<file path="config.mk">
export PLATFORM = sky130hd
export DESIGN_NAME = elevator_car_ctrl_flat
export DESIGN_NICKNAME = d
export VERILOG_FILES = /design/src/rtl/elevator_car_ctrl_pkg.sv /design/src/rtl/elevator_car_ctrl_if.sv /design/src/rtl/elevator_car_ctrl_timer.sv /design/src/rtl/elevator_car_ctrl.sv /design/src/flat_wrapper.sv
export SDC_FILE = /design/constraint.sdc
export NUM_CORES = 1
export LEC_CHECK = 0
export CAP_MARGIN = 15
export CORE_UTILIZATION = 45
export DETAILED_ROUTE_END_ITERATION = 10
export PLACE_DENSITY_LB_ADDON = 0.12
export SETUP_SLACK_MARGIN = 0.05
export SLEW_MARGIN = 30
export SYNTH_ARGS = -nofsm -noshare
export SYNTH_HDL_FRONTEND = slang
export SYNTH_SLANG_ARGS = --single-unit
</file>
<file path="constraint.sdc">
create_clock -name clk -period 2.79 [get_ports clk]
set_input_delay 0.558 -clock clk [delete_from_list [all_inputs] [get_ports clk]]
set_output_delay 0.558 -clock clk [all_outputs]
set_load 0.02 [all_outputs]
</file>
<file path="src/rtl/elevator_car_ctrl_pkg.sv">
// rtl/elevator_car_ctrl_pkg.sv - shared floor labels, state encoding and label/index helpers
package elevator_car_ctrl_pkg;

  typedef enum logic [1:0] {
    ST_IDLE = 2'd0,
    ST_MOVE = 2'd1,
    ST_DOOR = 2'd2
  } state_t;

  localparam logic [1:0] LABEL_F1 = 2'b00;
  localparam logic [1:0] LABEL_F2 = 2'b01;
  localparam logic [1:0] LABEL_F3 = 2'b10;
  localparam logic [1:0] IDX_TOP  = 2'd2;

  typedef struct packed {
    logic       valid;
    logic [1:0] idx;
  } goal_t;

  function automatic logic [1:0] idx_to_label(input logic [1:0] idx,
                                              input logic [1:0] l1, input logic [1:0] l2,
                                              input logic [1:0] l3);
    case (idx)
      2'd0:    return l1;
      2'd1:    return l2;
      default: return l3;
    endcase
  endfunction

  // Lowest floor wins if labels collide; a code matching no label is invalid.
  function automatic goal_t label_to_goal(input logic [1:0] code,
                                          input logic [1:0] l1, input logic [1:0] l2,
                                          input logic [1:0] l3);
    goal_t g;
    g.valid = 1'b1;
    if (code == l1)      g.idx = 2'd0;
    else if (code == l2) g.idx = 2'd1;
    else if (code == l3) g.idx = 2'd2;
    else begin
      g.valid = 1'b0;
      g.idx   = 2'd0;
    end
    return g;
  endfunction

  function automatic logic [2:0] floor_bit(input logic [1:0] idx);
    return 3'b001 << idx;
  endfunction

  function automatic int cnt_width(input int n);
    return (n > 1) ? $clog2(n) : 1;
  endfunction

endpackage

</file>
<file path="src/rtl/elevator_car_ctrl_if.sv">
// rtl/elevator_car_ctrl_if.sv - goal/call inputs and car status outputs of the motion controller
interface elevator_car_ctrl_if;
  logic [1:0] gf;
  logic       led1, led2, led3;
  logic [1:0] floor;
  logic       moving, dir_up, door_open;
  logic       clr1, clr2, clr3;

  modport master (output gf, led1, led2, led3,
                  input  floor, moving, dir_up, door_open, clr1, clr2, clr3);
  modport slave  (input  gf, led1, led2, led3,
                  output floor, moving, dir_up, door_open, clr1, clr2, clr3);
endinterface

</file>
<file path="src/rtl/elevator_car_ctrl_timer.sv">
// rtl/elevator_car_ctrl_timer.sv - loadable down-counter, done while the count is zero
module elevator_car_ctrl_timer #(
  parameter int W = 2
) (
  input  logic         clk,
  input  logic         reset,
  input  logic         i_load,
  input  logic [W-1:0] i_load_val,
  input  logic         i_en,
  output logic         o_done
);
  logic [W-1:0] r_cnt;

  always_ff @(posedge clk or posedge reset) begin
    if (reset)                      r_cnt <= '0;
    else if (i_load)                r_cnt <= i_load_val;
    else if (i_en && r_cnt != '0)   r_cnt <= r_cnt - 1'b1;
  end

  assign o_done = (r_cnt == '0);
endmodule

</file>
<file path="src/rtl/elevator_car_ctrl.sv">
// rtl/elevator_car_ctrl.sv - three-floor car motion FSM with travel and door dwell timers
module elevator_car_ctrl
  import elevator_car_ctrl_pkg::*;
#(
  parameter logic [1:0] labelF1       = LABEL_F1,
  parameter logic [1:0] labelF2       = LABEL_F2,
  parameter logic [1:0] labelF3       = LABEL_F3,
  parameter int         TRAVEL_CYCLES = 4,
  parameter int         DOOR_CYCLES   = 3
) (
  input  logic                clk,
  input  logic                reset,
  elevator_car_ctrl_if.slave  bus
);
  localparam int TW = cnt_width(TRAVEL_CYCLES);
  localparam int DW = cnt_width(DOOR_CYCLES);
  localparam logic [TW-1:0] TRAVEL_LOAD = TW'(TRAVEL_CYCLES - 1);
  localparam logic [DW-1:0] DOOR_LOAD   = DW'(DOOR_CYCLES - 1);

  state_t     r_state;
  logic [1:0] r_idx, r_floor;
  logic       r_moving, r_dir_up, r_door_open;
  logic [2:0] r_clr;

  goal_t      w_goal;
  logic       w_act, w_step_blocked, w_trav_done, w_door_done;
  logic [1:0] w_next_idx;

  assign w_goal         = label_to_goal(bus.gf, labelF1, labelF2, labelF3);
  assign w_act          = (bus.led1 | bus.led2 | bus.led3) & w_goal.valid;
  assign w_step_blocked = r_dir_up ? (r_idx == IDX_TOP) : (r_idx == 2'd0);
  assign w_next_idx     = r_dir_up ? r_idx + 2'd1 : r_idx - 2'd1;

  // Timers hold their reload value while their state is inactive, so entry starts a full period.
  elevator_car_ctrl_timer #(.W(TW)) u_travel (
    .clk(clk), .reset(reset),
    .i_load((r_state != ST_MOVE) | w_trav_done), .i_load_val(TRAVEL_LOAD),
    .i_en(r_state == ST_MOVE), .o_done(w_trav_done)
  );

  elevator_car_ctrl_timer #(.W(DW)) u_door (
    .clk(clk), .reset(reset),
    .i_load(r_state != ST_DOOR), .i_load_val(DOOR_LOAD),
    .i_en(r_state == ST_DOOR), .o_done(w_door_done)
  );

  always_ff @(posedge clk or posedge reset) begin
    if (reset) begin
      r_state     <= ST_IDLE;
      r_idx       <= 2'd0;
      r_floor     <= labelF1;
      r_moving    <= 1'b0;
      r_dir_up    <= 1'b1;
      r_door_open <= 1'b0;
      r_clr       <= 3'b000;
    end else begin
      r_clr <= 3'b000;
      case (r_state)
        ST_IDLE: begin
          if (w_act) begin
            if (w_goal.idx == r_idx) begin
              r_state     <= ST_DOOR;
              r_door_open <= 1'b1;
              r_clr       <= floor_bit(r_idx);
            end else begin
              r_state  <= ST_MOVE;
              r_moving <= 1'b1;
              r_dir_up <= (w_goal.idx > r_idx);
            end
          end
        end
        ST_MOVE: begin
          if (w_trav_done) begin
            if (w_step_blocked) begin
              r_state  <= ST_IDLE;
              r_moving <= 1'b0;
            end else begin
              r_idx   <= w_next_idx;
              r_floor <= idx_to_label(w_next_idx, labelF1, labelF2, labelF3);
              if (!w_act) begin
                r_state  <= ST_IDLE;
                r_moving <= 1'b0;
              end else if (w_goal.idx == w_next_idx) begin
                r_state     <= ST_DOOR;
                r_moving    <= 1'b0;
                r_door_open <= 1'b1;
                r_clr       <= floor_bit(w_next_idx);
              end else begin
                r_dir_up <= (w_goal.idx > w_next_idx);
              end
            end
          end
        end
        ST_DOOR: begin
          if (w_door_done) begin
            r_state     <= ST_IDLE;
            r_door_open <= 1'b0;
          end
        end
        default: r_state <= ST_IDLE;
      endcase
    end
  end

  assign bus.floor     = r_floor;
  assign bus.moving    = r_moving;
  assign bus.dir_up    = r_dir_up;
  assign bus.door_open = r_door_open;
  assign bus.clr1      = r_clr[0];
  assign bus.clr2      = r_clr[1];
  assign bus.clr3      = r_clr[2];
endmodule

</file>
<file path="src/flat_wrapper.sv">
// flat-port wrapper written by rule: the top's interface ports become plain ports
module elevator_car_ctrl_flat import elevator_car_ctrl_pkg::*;
#(
  parameter logic [1:0] labelF1       = LABEL_F1,
  parameter logic [1:0] labelF2       = LABEL_F2,
  parameter logic [1:0] labelF3       = LABEL_F3,
  parameter int         TRAVEL_CYCLES = 4,
  parameter int         DOOR_CYCLES   = 3
)
  (clk, reset, bus_gf, bus_led1, bus_led2, bus_led3, bus_floor, bus_moving, bus_dir_up, bus_door_open, bus_clr1, bus_clr2, bus_clr3);
  elevator_car_ctrl_if bus_i ();
  input  logic clk;
  input  logic reset;
  input wire logic [$bits(bus_i.gf)-1:0] bus_gf;
  input wire logic [$bits(bus_i.led1)-1:0] bus_led1;
  input wire logic [$bits(bus_i.led2)-1:0] bus_led2;
  input wire logic [$bits(bus_i.led3)-1:0] bus_led3;
  output wire logic [$bits(bus_i.floor)-1:0] bus_floor;
  output wire logic [$bits(bus_i.moving)-1:0] bus_moving;
  output wire logic [$bits(bus_i.dir_up)-1:0] bus_dir_up;
  output wire logic [$bits(bus_i.door_open)-1:0] bus_door_open;
  output wire logic [$bits(bus_i.clr1)-1:0] bus_clr1;
  output wire logic [$bits(bus_i.clr2)-1:0] bus_clr2;
  output wire logic [$bits(bus_i.clr3)-1:0] bus_clr3;
  assign bus_i.gf = bus_gf;
  assign bus_i.led1 = bus_led1;
  assign bus_i.led2 = bus_led2;
  assign bus_i.led3 = bus_led3;
  assign bus_floor = bus_i.floor;
  assign bus_moving = bus_i.moving;
  assign bus_dir_up = bus_i.dir_up;
  assign bus_door_open = bus_i.door_open;
  assign bus_clr1 = bus_i.clr1;
  assign bus_clr2 = bus_i.clr2;
  assign bus_clr3 = bus_i.clr3;
  elevator_car_ctrl #(.labelF1(labelF1), .labelF2(labelF2), .labelF3(labelF3), .TRAVEL_CYCLES(TRAVEL_CYCLES), .DOOR_CYCLES(DOOR_CYCLES)) u_core (.clk(clk), .reset(reset), .bus(bus_i));
endmodule
</file>
==> metrics.cfg <==
[critical_path]
setup.worst_path.start_class = flop
critPathRequiredTime_ps = 3010
end_kind = flop
cp.arrival_ps = 2500
critPathMaxFanout = 5
crit_type = flop to flop

[clock_network]
clk_pin_slew_ps = 90
cts_buffers = 3
clk_latency_ps = 280
cts_hold_buf = 0
cts_resized = 0
clock_sinks = 15
postCtsSetupBuffers = 0
cts_root_buf = clkbuf_4
cts_max_level = 1
clock_path_buffers = 2
cts_tree = done

[synth]
ys_types = 33
yosys.area_share.adder_pct = 13.4
syn-num-nets = 113
yosys.area.top_type = dfrtp_1
synth_compound_area_share_pct = 18.2
synth_seq_cells = 15
synthSimpleGateAreaFrac_pct = 16.7
synth_xor_xnor_area_share_pct = 1.87
mappedNetlistArea_um2 = 936
synth-main-ff-cell = dfrtp_1
synth_edf_count = 0
async_flop_share_pct = 100
yosys.area.top_type_share_pct = 37.4
ys_warn_count = 0
synth.yosys.seq_area_share_pct = 40.2
ys_top_cells_by_area = dfrtp_1 (37%), ha_1 (13%), inv_1 (4.4%)
synthCells = 96
synth_area_per_cell_um2 = 9.75
synth_mux_area_share_pct = 3.61
synth_top_family_by_area = compound AO/OA/AOI/OAI gates

[layout]
drive_gt1_share_pct = 11.6
final_cell_mix = clkdlybuf4s50_1 (14), dfrtp_1 (14), inv_1 (11), nand2_1 (10), ha_1 (10)
nets = 130
final_util_pct = 57.3
syn_to_final_growth_pct = 20.2
finalInstanceArea_um2 = 1120
diodes = 0
multiInputGateArea_um2 = 503
seqCellArea_um2 = 377
fill_cells = 195

[grt]
grt_pass1_vias = 618
track_usage_pct = 18.4
grt_max_degree = 16
grt_overflow = 0
antenna_found_initial = 0
grt_pass1_wl_um = 2870

[timing]
finalClockSkew_ps = 3.87
tns_ps = 0
post-route-min-period_ps = 2280
fmax_mhz = 438
rsz0062_at_grt = no
relSlewSlack_pct = 62.1
tightest_slew_ps = 569
finalHoldViolCount = 0
setup_violations = 0
final_max_slew_viol_count = 0
finalCritPeriodShare_pct = 81.9

[min_path]
min_path_type = flop to flop

[die]
fp.dieH_um = 47.6
row_count = 16
start_util_pct = 47.7
die_w_um = 47.6
pin_count = 15
die-area_um2 = 2270
core_area_um2 = 1960

[outcome]
outcome = finished clean

[route]
first_pass_iters = 4
dr_total_vias = 698
drt_iter0_drc = 14
ant_nets = 0
drcViolationCount = 0
wl_per_cell_um = 12.8
vias_per_cell = 5.02
wl_um = 1780

[power]
ir_worst_vdd_mv = 0.529
powerDensity_nw_per_um2 = 1010
p_leak_nw = 0.515

[place]
io_buffer_count = 14
place_hpwl_um = 1380
gp_congestion = 0.870
dpl_cell_area_um2 = 1100

[job]
cap_violations = 0

[metal layers]
layer | routed length [um] | GRT usage (%)
met3 | 45 | 4.53
met1 | 961 | 26.6
met4 | 9 | 3.33
met5 | 0 | 0
met2 | 768 | 28.2
[worst max-delay path: stages, from the launching register on]
cell and delay (ps):
dfrtp_1 440, xnor2_1 350, ha_1 290, inv_1 70
ha_1 240, nand2_1 160, o2111ai_1 120, a21oi_1 190
mux2_2 340
[flip-flops by register name (all words and copies together), names as in the netlist]
register,cells
u_core.u_travel.r_cnt,2
u_core.r_idx,1
u_core.r_state,2
u_core.bus.door_open,1
u_core.bus.dir_up,1
u_core.bus.moving,1
u_core.r_clr,3
u_core.bus.floor,2
u_core.u_door.r_cnt,2
[cells in the mapped netlist, types with 3 or more instances]
cell and instances:
dfrtp_1 14, inv_1 11, ha_1 10, nand2_1 10, a21oi_1 7, nor2b_1 4, mux2_2 3, nand2b_1 3
nor2_1 3, o21ai_0 3
[kinds of logic (layout without fill, tap and decap cells)]
family	after synthesis	in the layout
buffers and inverters	14	30
AOI/OAI and AO/OA	23	23
and+or+nand+nor	29	29
muxes	3	3
adders and majority gates	10	10
xor gates and xnor gates	2	2
DFF	15	15
[power by group]
part	switching (mW)	internal, mW
registers	0.0837	0.296
logic	0.353	0.280
clock network	0.0686	0.0554
total	0.505	0.631
[final cells by class]
class                   instances  area share, %
repair buffers                 14           12.5
flip-flops and latches         15           33.5
multi-input cells              67           44.7
inverters                      12           4.00
clock buffers                   4           2.34
well taps                      27           3.00
[path summary, 6_finish.rpt]
kind | startpoint | endpoint | slack (ps) | depth (start not counted)
hold reg to reg | u_core.u_travel.r_cnt[0]$_DFF_PP0_ | u_core.u_travel.r_cnt[0]$_DFF_PP0_ | 430 | 1
setup reg to reg | u_core.bus.floor[1]$_DFFE_PP0P_ | u_core.bus.dir_up$_DFFE_PP1P_ | 510 | 8
max in group asynchronous | reset | u_core.r_clr[2]$_DFF_PP0_ | 1790 | 2
hold / removal | u_core.u_travel.r_cnt[0]$_DFF_PP0_ | u_core.u_travel.r_cnt[0]$_DFF_PP0_ | 430 | 1
setup / recovery | u_core.bus.floor[1]$_DFFE_PP0P_ | u_core.bus.dir_up$_DFFE_PP1P_ | 510 | 8
min in group asynchronous | reset | u_core.r_clr[1]$_DFF_PP0_ | 620 | 2
[stage by stage]
step                setup WS, ps  hold WS (ps)  total power, mW  std cells
floorplan                    629           405            0.837         96
CTS                          482           439             1.15        139
global route                 295           451             1.26        139
detailed placement           254           427             1.02        135
finish                       506           433             1.14        139
global placement             297           422             1.01        135
(Power assumes the default switching activity.)
